<file path="src/rtl/dot_accel_mc.sv">
// dot_accel_mc: Avalon-MM dot-product accelerator.
// A CSR slave configures weight/activation base addresses, a word count and a
// destination. The master fetches one weight word and one activation word at a
// time, multiply-accumulates LANES packed Q8.8 lanes, then writes the shifted,
// saturated (and optionally ReLU-clamped) 32-bit result back to memory.
//
// state | meaning
// IDLE  | waiting for a start write on CTRL
// RD_W  | weight read request on the bus, held until accepted
// WT_W  | waiting for the weight word to return
// RD_A  | activation read request on the bus, held until accepted
// WT_A  | waiting for the activation word to return
// MAC   | accumulate the lane products, advance the word index
// WR    | result write on the bus, held until accepted
// FIN   | publish RESULT, set done and irq

module dot_accel_mc #(
    parameter int LANES     = 2,
    parameter int FRAC_BITS = 8,
    parameter int ACC_W     = 48,
    parameter int ADDR_W    = 32
) (
    input  logic                  clk,
    input  logic                  reset,
    input  logic [2:0]            slave_address,
    input  logic                  slave_read,
    input  logic                  slave_write,
    input  logic [31:0]           slave_writedata,
    output logic [31:0]           slave_readdata,
    output logic [ADDR_W-1:0]     master_address,
    output logic                  master_read,
    output logic                  master_write,
    output logic [16*LANES-1:0]   master_writedata,
    input  logic [16*LANES-1:0]   master_readdata,
    input  logic                  master_readdatavalid,
    input  logic                  master_waitrequest,
    output logic                  irq
);

    localparam int MDW   = 16 * LANES;
    localparam int BYTES = MDW / 8;

    localparam logic signed [ACC_W-1:0] SAT_MAX = ACC_W'(32'sh7FFF_FFFF);
    localparam logic signed [ACC_W-1:0] SAT_MIN = ACC_W'(32'sh8000_0000);

    typedef enum logic [2:0] {
        IDLE, RD_W, WT_W, RD_A, WT_A, MAC, WR, FIN
    } state_t;

    state_t state_q, state_d;

    logic [31:0]              wbase_q, abase_q, len_q, dest_q;
    logic                     mode_q;
    logic [31:0]              result_q;
    logic                     done_q;
    logic                     irq_q;
    logic [31:0]              idx_q;
    logic [MDW-1:0]           w_q, a_q;
    logic signed [ACC_W-1:0]  acc_q;
    logic [31:0]              rdata_q;

    logic                     busy;
    logic                     start;
    logic                     irq_clr;
    logic                     last_word;
    logic [ADDR_W-1:0]        word_off;
    logic signed [31:0]       prod;
    logic signed [ACC_W-1:0]  mac_sum;
    logic signed [ACC_W-1:0]  shifted;
    logic signed [31:0]       r_val;
    logic [31:0]              csr_rdata;

    // Control decode; start is only honoured in IDLE, so a start while busy is dropped.
    always_comb begin
        busy      = (state_q != IDLE);
        start     = slave_write && (slave_address == 3'd0) && slave_writedata[0] && !busy;
        irq_clr   = slave_write && (slave_address == 3'd0) && slave_writedata[1];
        last_word = (idx_q == (len_q - 32'd1));
        word_off  = ADDR_W'(idx_q) * ADDR_W'(BYTES);
    end

    // Sum of signed lane products for the current weight/activation pair.
    always_comb begin
        prod    = '0;
        mac_sum = '0;
        for (int k = 0; k < LANES; k++) begin
            prod    = $signed(w_q[16*k +: 16]) * $signed(a_q[16*k +: 16]);
            mac_sum = mac_sum + ACC_W'(prod);
        end
    end

    // Rescale the accumulator, clamp to 32-bit signed, then apply the optional ReLU.
    always_comb begin
        shifted = acc_q >>> FRAC_BITS;
        if (shifted > SAT_MAX) begin
            r_val = 32'sh7FFF_FFFF;
        end else if (shifted < SAT_MIN) begin
            r_val = 32'sh8000_0000;
        end else begin
            r_val = shifted[31:0];
        end
        if (mode_q && r_val[31]) begin
            r_val = '0;
        end
    end

    // Next-state logic for the fetch/accumulate/write sequence.
    always_comb begin
        state_d = state_q;
        case (state_q)
            IDLE: if (start) state_d = (len_q == 32'd0) ? WR : RD_W;
            RD_W: if (!master_waitrequest) state_d = WT_W;
            WT_W: if (master_readdatavalid) state_d = RD_A;
            RD_A: if (!master_waitrequest) state_d = WT_A;
            WT_A: if (master_readdatavalid) state_d = MAC;
            MAC:  state_d = last_word ? WR : RD_W;
            WR:   if (!master_waitrequest) state_d = FIN;
            FIN:  state_d = IDLE;
            default: state_d = IDLE;
        endcase
    end

    // Master outputs decode from the registered state, so reset drops them at once
    // and they stay constant through a stall.
    always_comb begin
        master_read      = 1'b0;
        master_write     = 1'b0;
        master_address   = '0;
        master_writedata = '0;
        case (state_q)
            RD_W: begin
                master_read    = 1'b1;
                master_address = ADDR_W'(wbase_q) + word_off;
            end
            RD_A: begin
                master_read    = 1'b1;
                master_address = ADDR_W'(abase_q) + word_off;
            end
            WR: begin
                master_write     = 1'b1;
                master_address   = ADDR_W'(dest_q);
                master_writedata = MDW'(r_val);
            end
            default: ;
        endcase
    end

    // CSR read mux.
    always_comb begin
        csr_rdata = '0;
        case (slave_address)
            3'd0: csr_rdata = {30'b0, done_q, busy};
            3'd1: csr_rdata = wbase_q;
            3'd2: csr_rdata = abase_q;
            3'd3: csr_rdata = len_q;
            3'd4: csr_rdata = dest_q;
            3'd5: csr_rdata = {31'b0, mode_q};
            3'd6: csr_rdata = result_q;
            default: csr_rdata = '0;
        endcase
    end

    // State register.
    always_ff @(posedge clk or posedge reset) begin
        if (reset) begin
            state_q <= IDLE;
        end else begin
            state_q <= state_d;
        end
    end

    // CSRs, status flags and the registered read port.
    always_ff @(posedge clk or posedge reset) begin
        if (reset) begin
            wbase_q  <= '0;
            abase_q  <= '0;
            len_q    <= '0;
            dest_q   <= '0;
            mode_q   <= 1'b0;
            result_q <= '0;
            done_q   <= 1'b0;
            irq_q    <= 1'b0;
            rdata_q  <= '0;
        end else begin
            if (slave_write && !busy) begin
                case (slave_address)
                    3'd1: wbase_q <= slave_writedata;
                    3'd2: abase_q <= slave_writedata;
                    3'd3: len_q   <= slave_writedata;
                    3'd4: dest_q  <= slave_writedata;
                    3'd5: mode_q  <= slave_writedata[0];
                    default: ;
                endcase
            end
            if (start) begin
                done_q <= 1'b0;
                irq_q  <= 1'b0;
            end else if (irq_clr) begin
                irq_q  <= 1'b0;
            end
            if (state_q == FIN) begin
                result_q <= r_val;
                done_q   <= 1'b1;
                irq_q    <= 1'b1;
            end
            if (slave_read) begin
                rdata_q <= csr_rdata;
            end
        end
    end

    // Datapath: operand capture, accumulation and word index.
    always_ff @(posedge clk or posedge reset) begin
        if (reset) begin
            idx_q <= '0;
            w_q   <= '0;
            a_q   <= '0;
            acc_q <= '0;
        end else begin
            if (start) begin
                idx_q <= '0;
                acc_q <= '0;
            end
            if (state_q == WT_W && master_readdatavalid) begin
                w_q <= master_readdata;
            end
            if (state_q == WT_A && master_readdatavalid) begin
                a_q <= master_readdata;
            end
            if (state_q == MAC) begin
                acc_q <= acc_q + mac_sum;
                idx_q <= idx_q + 32'd1;
            end
        end
    end

    assign slave_readdata = rdata_q;
    assign irq            = irq_q;

endmodule

</file>
<file path="config.mk">
export PLATFORM = sky130hd
export DESIGN_NAME = dot_accel_mc
export DESIGN_NICKNAME = d
export VERILOG_FILES = /design/src/rtl/dot_accel_mc.sv
export SDC_FILE = /design/constraint.sdc
export NUM_CORES = 2
export LEC_CHECK = 0
export CORE_ASPECT_RATIO = 0.9
export CORE_MARGIN = 4
export CORE_UTILIZATION = 35
export CTS_CLUSTER_SIZE = 8
export DETAILED_ROUTE_END_ITERATION = 12
export GPL_TIMING_DRIVEN = 0
export PLACE_DENSITY = 0.49
export SLEW_MARGIN = 15
export SYNTH_ARGS = -nofsm -noshare
export SYNTH_HDL_FRONTEND = slang
export SYNTH_SLANG_ARGS = --single-unit
</file>
<file path="constraint.sdc">
create_clock -name clk -period 31.2 [get_ports clk]
set_clock_uncertainty 0.05 [all_clocks]
set_input_delay 7.8 -clock clk [delete_from_list [all_inputs] [get_ports clk]]
set_output_delay 7.8 -clock clk [all_outputs]
set_load 0.01 [all_outputs]
</file>
### After elaboration in Yosys (flattened, before gate mapping)

Cells that the tools add are included.
W data, S select, Z words.

* flip-flop bits (word level): 342
* input bits: 73
* output and inout port bits: 99

* multiply operators: 2
* magnitude comparators: 2
* mux-type cells: 26
* reduce and logical (&&, ||, !) cells: 23
* add/subtract/negate cells: 6
* equality and inequality tests: 20

Operator list (count)
* $pmux W32 S7: 1
* $mux W32: 6
* $mux W48: 2
* $pmux W32 S3: 1
* $add A32 B32 Y32: 2
* $mul A16 B16 Y32: 2
* $add A48 B33 Y48: 1
* $gt A40 B32 Y1 const B: 1
* $lt A40 B32 Y1 const B: 1
* $add A32 B32 Y33: 1
* $add A32 B1 Y32 const B: 1
* $eq A32 B32 Y1: 1
* $logic_not A32 Y1: 1
* $sub A32 B1 Y32 const B: 1
* $mux W3: 8
* $pmux W3 S8: 1
* $eq A3 B3 Y1 const B: 7
* $eq A3 B2 Y1 const B: 4
* $ne A2 B2 Y1 const B: 6
* $reduce_and A2 Y1: 5
* $logic_and A1 B1 Y1: 8
* $mux W1: 7
* $eq A3 B1 Y1 const B: 2
* $logic_not A3 Y1: 2
* other kinds (5): 7

### Longest topological paths before layout

* depth after elaboration: 6
* gate-level depth with buffers: 29
* gate-level depth less buffers: 28

### Worst setup path before layout

OpenSTA, ideal clock, no wires.

* path type: reg2out
* from: register state_q[2]
* to: output port master_address[28]
* arrival time: 4073 ps
* stages on the path, launching flop included: 19
* slack: 19277 ps
* data required time: 23350 ps
* path buffers: 2
* cells stage by stage: dfrtp_1 clkbuf_1 inv_1 nand2_1 inv_1 nand2_1 buf_1 mux2_2 ha_1 a21o_1 a21o_1 a21o_1 a311o_1 or3_1 o211ai_1 nand3b_1 a41oi_1 xnor2_1 o21ai_0

* word-level cells in the longest chain between the ends: 2
* elaborated cells on any way between the ends: 4
* classes of those cells: eq/ne: 3; mux: 1

Ends and longest elaborated chain
* start, declared: line 50 `state_t state_q, state_d;`
* start signal, assigned: line 168 `state_q <= state_d;`
* $eq A3 B3 Y1 (tied with other cells): line 130 `case (state_q)`
* $pmux W32 S3 (*): line 130
* end, declared: line 30 `output logic [ADDR_W-1:0] master_address,`

Every way passes the cells marked *; elsewhere a longest branch is shown, timed or not.

### Worst setup path in the final report

* from: register state_q[2]
* to: output port master_address[30]

Same word-level chain as after synthesis.

==> metrics.json <==
{
  "fin_ws_ps": 15980,
  "highest_count_cells_in_the_layout_ignoring_fill_and_taps": "928 x sky130_fd_sc_hd__inv_1, 767 x sky130_fd_sc_hd__fa_1, 433 x sky130_fd_sc_hd__nand2_1",
  "synth_top_cells_by_area": "sky130_fd_sc_hd__fa_1 36%, sky130_fd_sc_hd__dfrtp_1 20%, sky130_fd_sc_hd__inv_1 8.2%",
  "dieArea_mm2": 0.128,
  "crit_path_top_delay_cell": "sky130_fd_sc_hd__buf_1",
  "first_pass_iters": 5,
  "grt_pass1_vias": 32500,
  "report.final.hold_viol_count": 0,
  "critical_path_origin": "state_q[2]",
  "max_slew_margin_pct": 15.6,
  "io_buffer_count": 169,
  "layout.filler_cells": 12200,
  "fin_hold_ws_ps": 428,
  "worst_ep_required_time_ps": 23350,
  "synth_top_area_cell": "sky130_fd_sc_hd__fa_1",
  "post_synth.cell_area_avg_um2": 9.85,
  "clock_sinks": 342,
  "drv_slew": 0,
  "timing.critical_path.cells": "clkbuf_1 > inv_1 > nand2_1 > inv_1 > nand2_1 > buf_1 > mux2_2 > ha_1 > inv_1 > fa_1 > nor2b_1 > o21ai_0 > a21boi_0 > o21ai_0 > a21oi_1 > o211ai_1 > a2111oi_0 > nor3_1 > xor2_1 > o21ai_0 > clkdlybuf4s50_1",
  "clkTransAtPathRegs_ps": 60,
  "crit_fanout": 10,
  "cts-hold-fix-buffers": 0,
  "synth.yosys.seq_area_share_pct": 19.9,
  "crit_path_start_kind": "register",
  "die_h_um": 340,
  "synth_fp_nets": 5397,
  "hold_path.class": "register to register",
  "synth_seq_cells": 342,
  "avgRoutedWirePerCell_um": 22.4,
  "worst_r2r_src": "w_q[15]",
  "yosysTopAreaCellShare_pct": 35.8,
  "insertedDiodeCount": 0,
  "htree_levels": 2,
  "grt_overflow": 0,
  "route.detailed.drc": 0,
  "dpl.hpwl_um": 116000,
  "numCtsBuffers": 50,
  "rsz0062_at_grt": "no",
  "async_reset_ff_share_pct": 100,
  "yosysWarnings": 0,
  "syn-instance-count": 4357,
  "clk-insertion-delay-late_ps": 670,
  "final_layout_size_suffix_gt1_share_pct": 6.97,
  "endpoint_kind": "output port",
  "critPathKind": "register to output port",
  "worst_hold_startpoint": "slave_readdata[11]",
  "setup_tns_ps": 0,
  "clockBufferDepth": 3,
  "area_growth_synth_to_finish_pct": 12.4,
  "final_common_cell": "sky130_fd_sc_hd__inv_1",
  "final-setup-viol-count": 0,
  "synth-edff-count": 0,
  "tightest_slew_ps": 1260,
  "synthesis.area_mm2": 0.0429,
  "run_status": "finished clean",
  "fmax_mhz": 65.7,
  "timing.critical_path.slowest_cell_delay_ps": 860,
  "fin_crit_sh_pct": 48.8,
  "place_worst_setup_slack_ps": 16850,
  "min_period_ps": 15220,
  "maxCapViolCount": 0,
  "grt_pass1_wl_um": 213000,
  "detail_route.vias_per_cell": 5.07,
  "ios": 172,
  "routed-via-count": 31400,
  "grt_start_max_net_pins": 105,
  "route.final.wire_length_um": 139000,
  "nets": 5625,
  "critPathArrivalTime_ps": 7370,
  "netlist-cell-type-count": 76,
  "gpl.final_weighted_congestion": 0.937,
  "cts_setup_buffers": 0,
  "dieWidth_um": 377,
  "postSynth.topFlopCell": "sky130_fd_sc_hd__dfrtp_1",
  "detail_route.iter0.violations": 2326,
  "standard_cell_rows": 121,
  "cts_tree": "done",
  "clockRootBuffer": "sky130_fd_sc_hd__clkbuf_16",
  "antenna_found_initial": 7,
  "post_cts_resize_count": 0,
  "design.core.area_mm2": 0.121,
  "initial_core_util_pct": 35.3,
  "drt.antenna.violating_nets": 0,
  "grtUsageTotal_pct": 22.1
}
[sequential cells by signal, indices dropped and copies added, names as in the netlist]
signal,flops
abase_q,32
done_q,1
wbase_q,32
a_q,32
slave_readdata,32
mode_q,1
result_q,32
irq,1
acc_q,48
idx_q,32
dest_q,32
w_q,32
state_q,3
len_q,32
[worst max-delay path, delay by kind of cell, from the launching register on]
family | cells | cell delay [ps]
buffers and inverters | 6 | 2220
XOR/XNOR | 1 | 160
AND/OR/NAND/NOR | 4 | 770
adder cells (fa/ha/maj) | 2 | 660
flip-flops | 1 | 330
multiplexers | 1 | 320
AO/OA/AOI/OAI | 7 | 2260
[layer usage]
metal  up-vias  global-route usage [%]  part of all wire, %
li1      14000                       -                    -
met1     16400                    33.6                   48
met2       868                    33.1                   44
met3       123                    4.08                  6.6
met4         0                    4.19                  2.0
met5         -                       0                    0
[cell families after synthesis]
kind of cell,share of synthesized area (%)
AOI/OAI and AO/OA,7.67
adders and majority gates,41.6
muxes,7.18
and+or+nand+nor,11.7
DFF,19.9
xor gates and xnor gates,2.14
buffers and inverters,9.77
[Yosys cell counts (all sizes together) (12+ instances only)]
library cell and n:
o211ai 15, nor3 30, mux2i 50, a221oi 25, a21o 36, o21ai 196
xor2 50, dfrtp 342, nor2 113, or3 13, o31ai 13, o22ai 30
a31oi 13, and3 16, fa 767, o21bai 13, nand3 68, ha 200
xnor2 55, nand2 434, nor2b 28, nor4 13, mux2 227, a21oi 107
nand2b 15, clkbuf 158, and2 243, buf 23, inv 932, o21a 12
a211oi 15, nand4 26
[final timing paths]
kind	end	slack, ps	cells past startpoint
max	master_address[30]	15980	21
min	slave_readdata[11]	430	1
max reg2reg	acc_q[47]	21450	29
min reg2reg	slave_readdata[11]	430	1
max in group asynchronous	acc_q[45]	22440	3
min in group asynchronous	slave_readdata[26]	7630	2
[cell type report]
cell class                      count  area, um2  area share, %
Multi-Input combinational cell   2901      30200           62.6
Sequential cell                   342       8560           17.7
Inverter                          933       3510           7.28
Tap cell                         1599       2000           4.15
Timing Repair Buffer              176       1840           3.82
Clock buffer                       54       1290           2.67
Buffer                            181        689           1.43
Clock inverter                      6        170          0.353
[per-stage QoR]
stage | util [%] | area, um2 | instances
6_report | 39.7 | 48200 | 6192
5_1_grt | 39.7 | 48200 | 6192
4_1_cts | 39.7 | 48200 | 6192
3_5_place_dp | 38.5 | 46800 | 6132
3_3_place_gp | 38.4 | 46600 | 6125
2_1_floorplan | - | 42900 | 4357
Power is left out: the tool's default activity adds up to more than one toggle a clock period on the data nets, which glitch-free logic cannot reach.
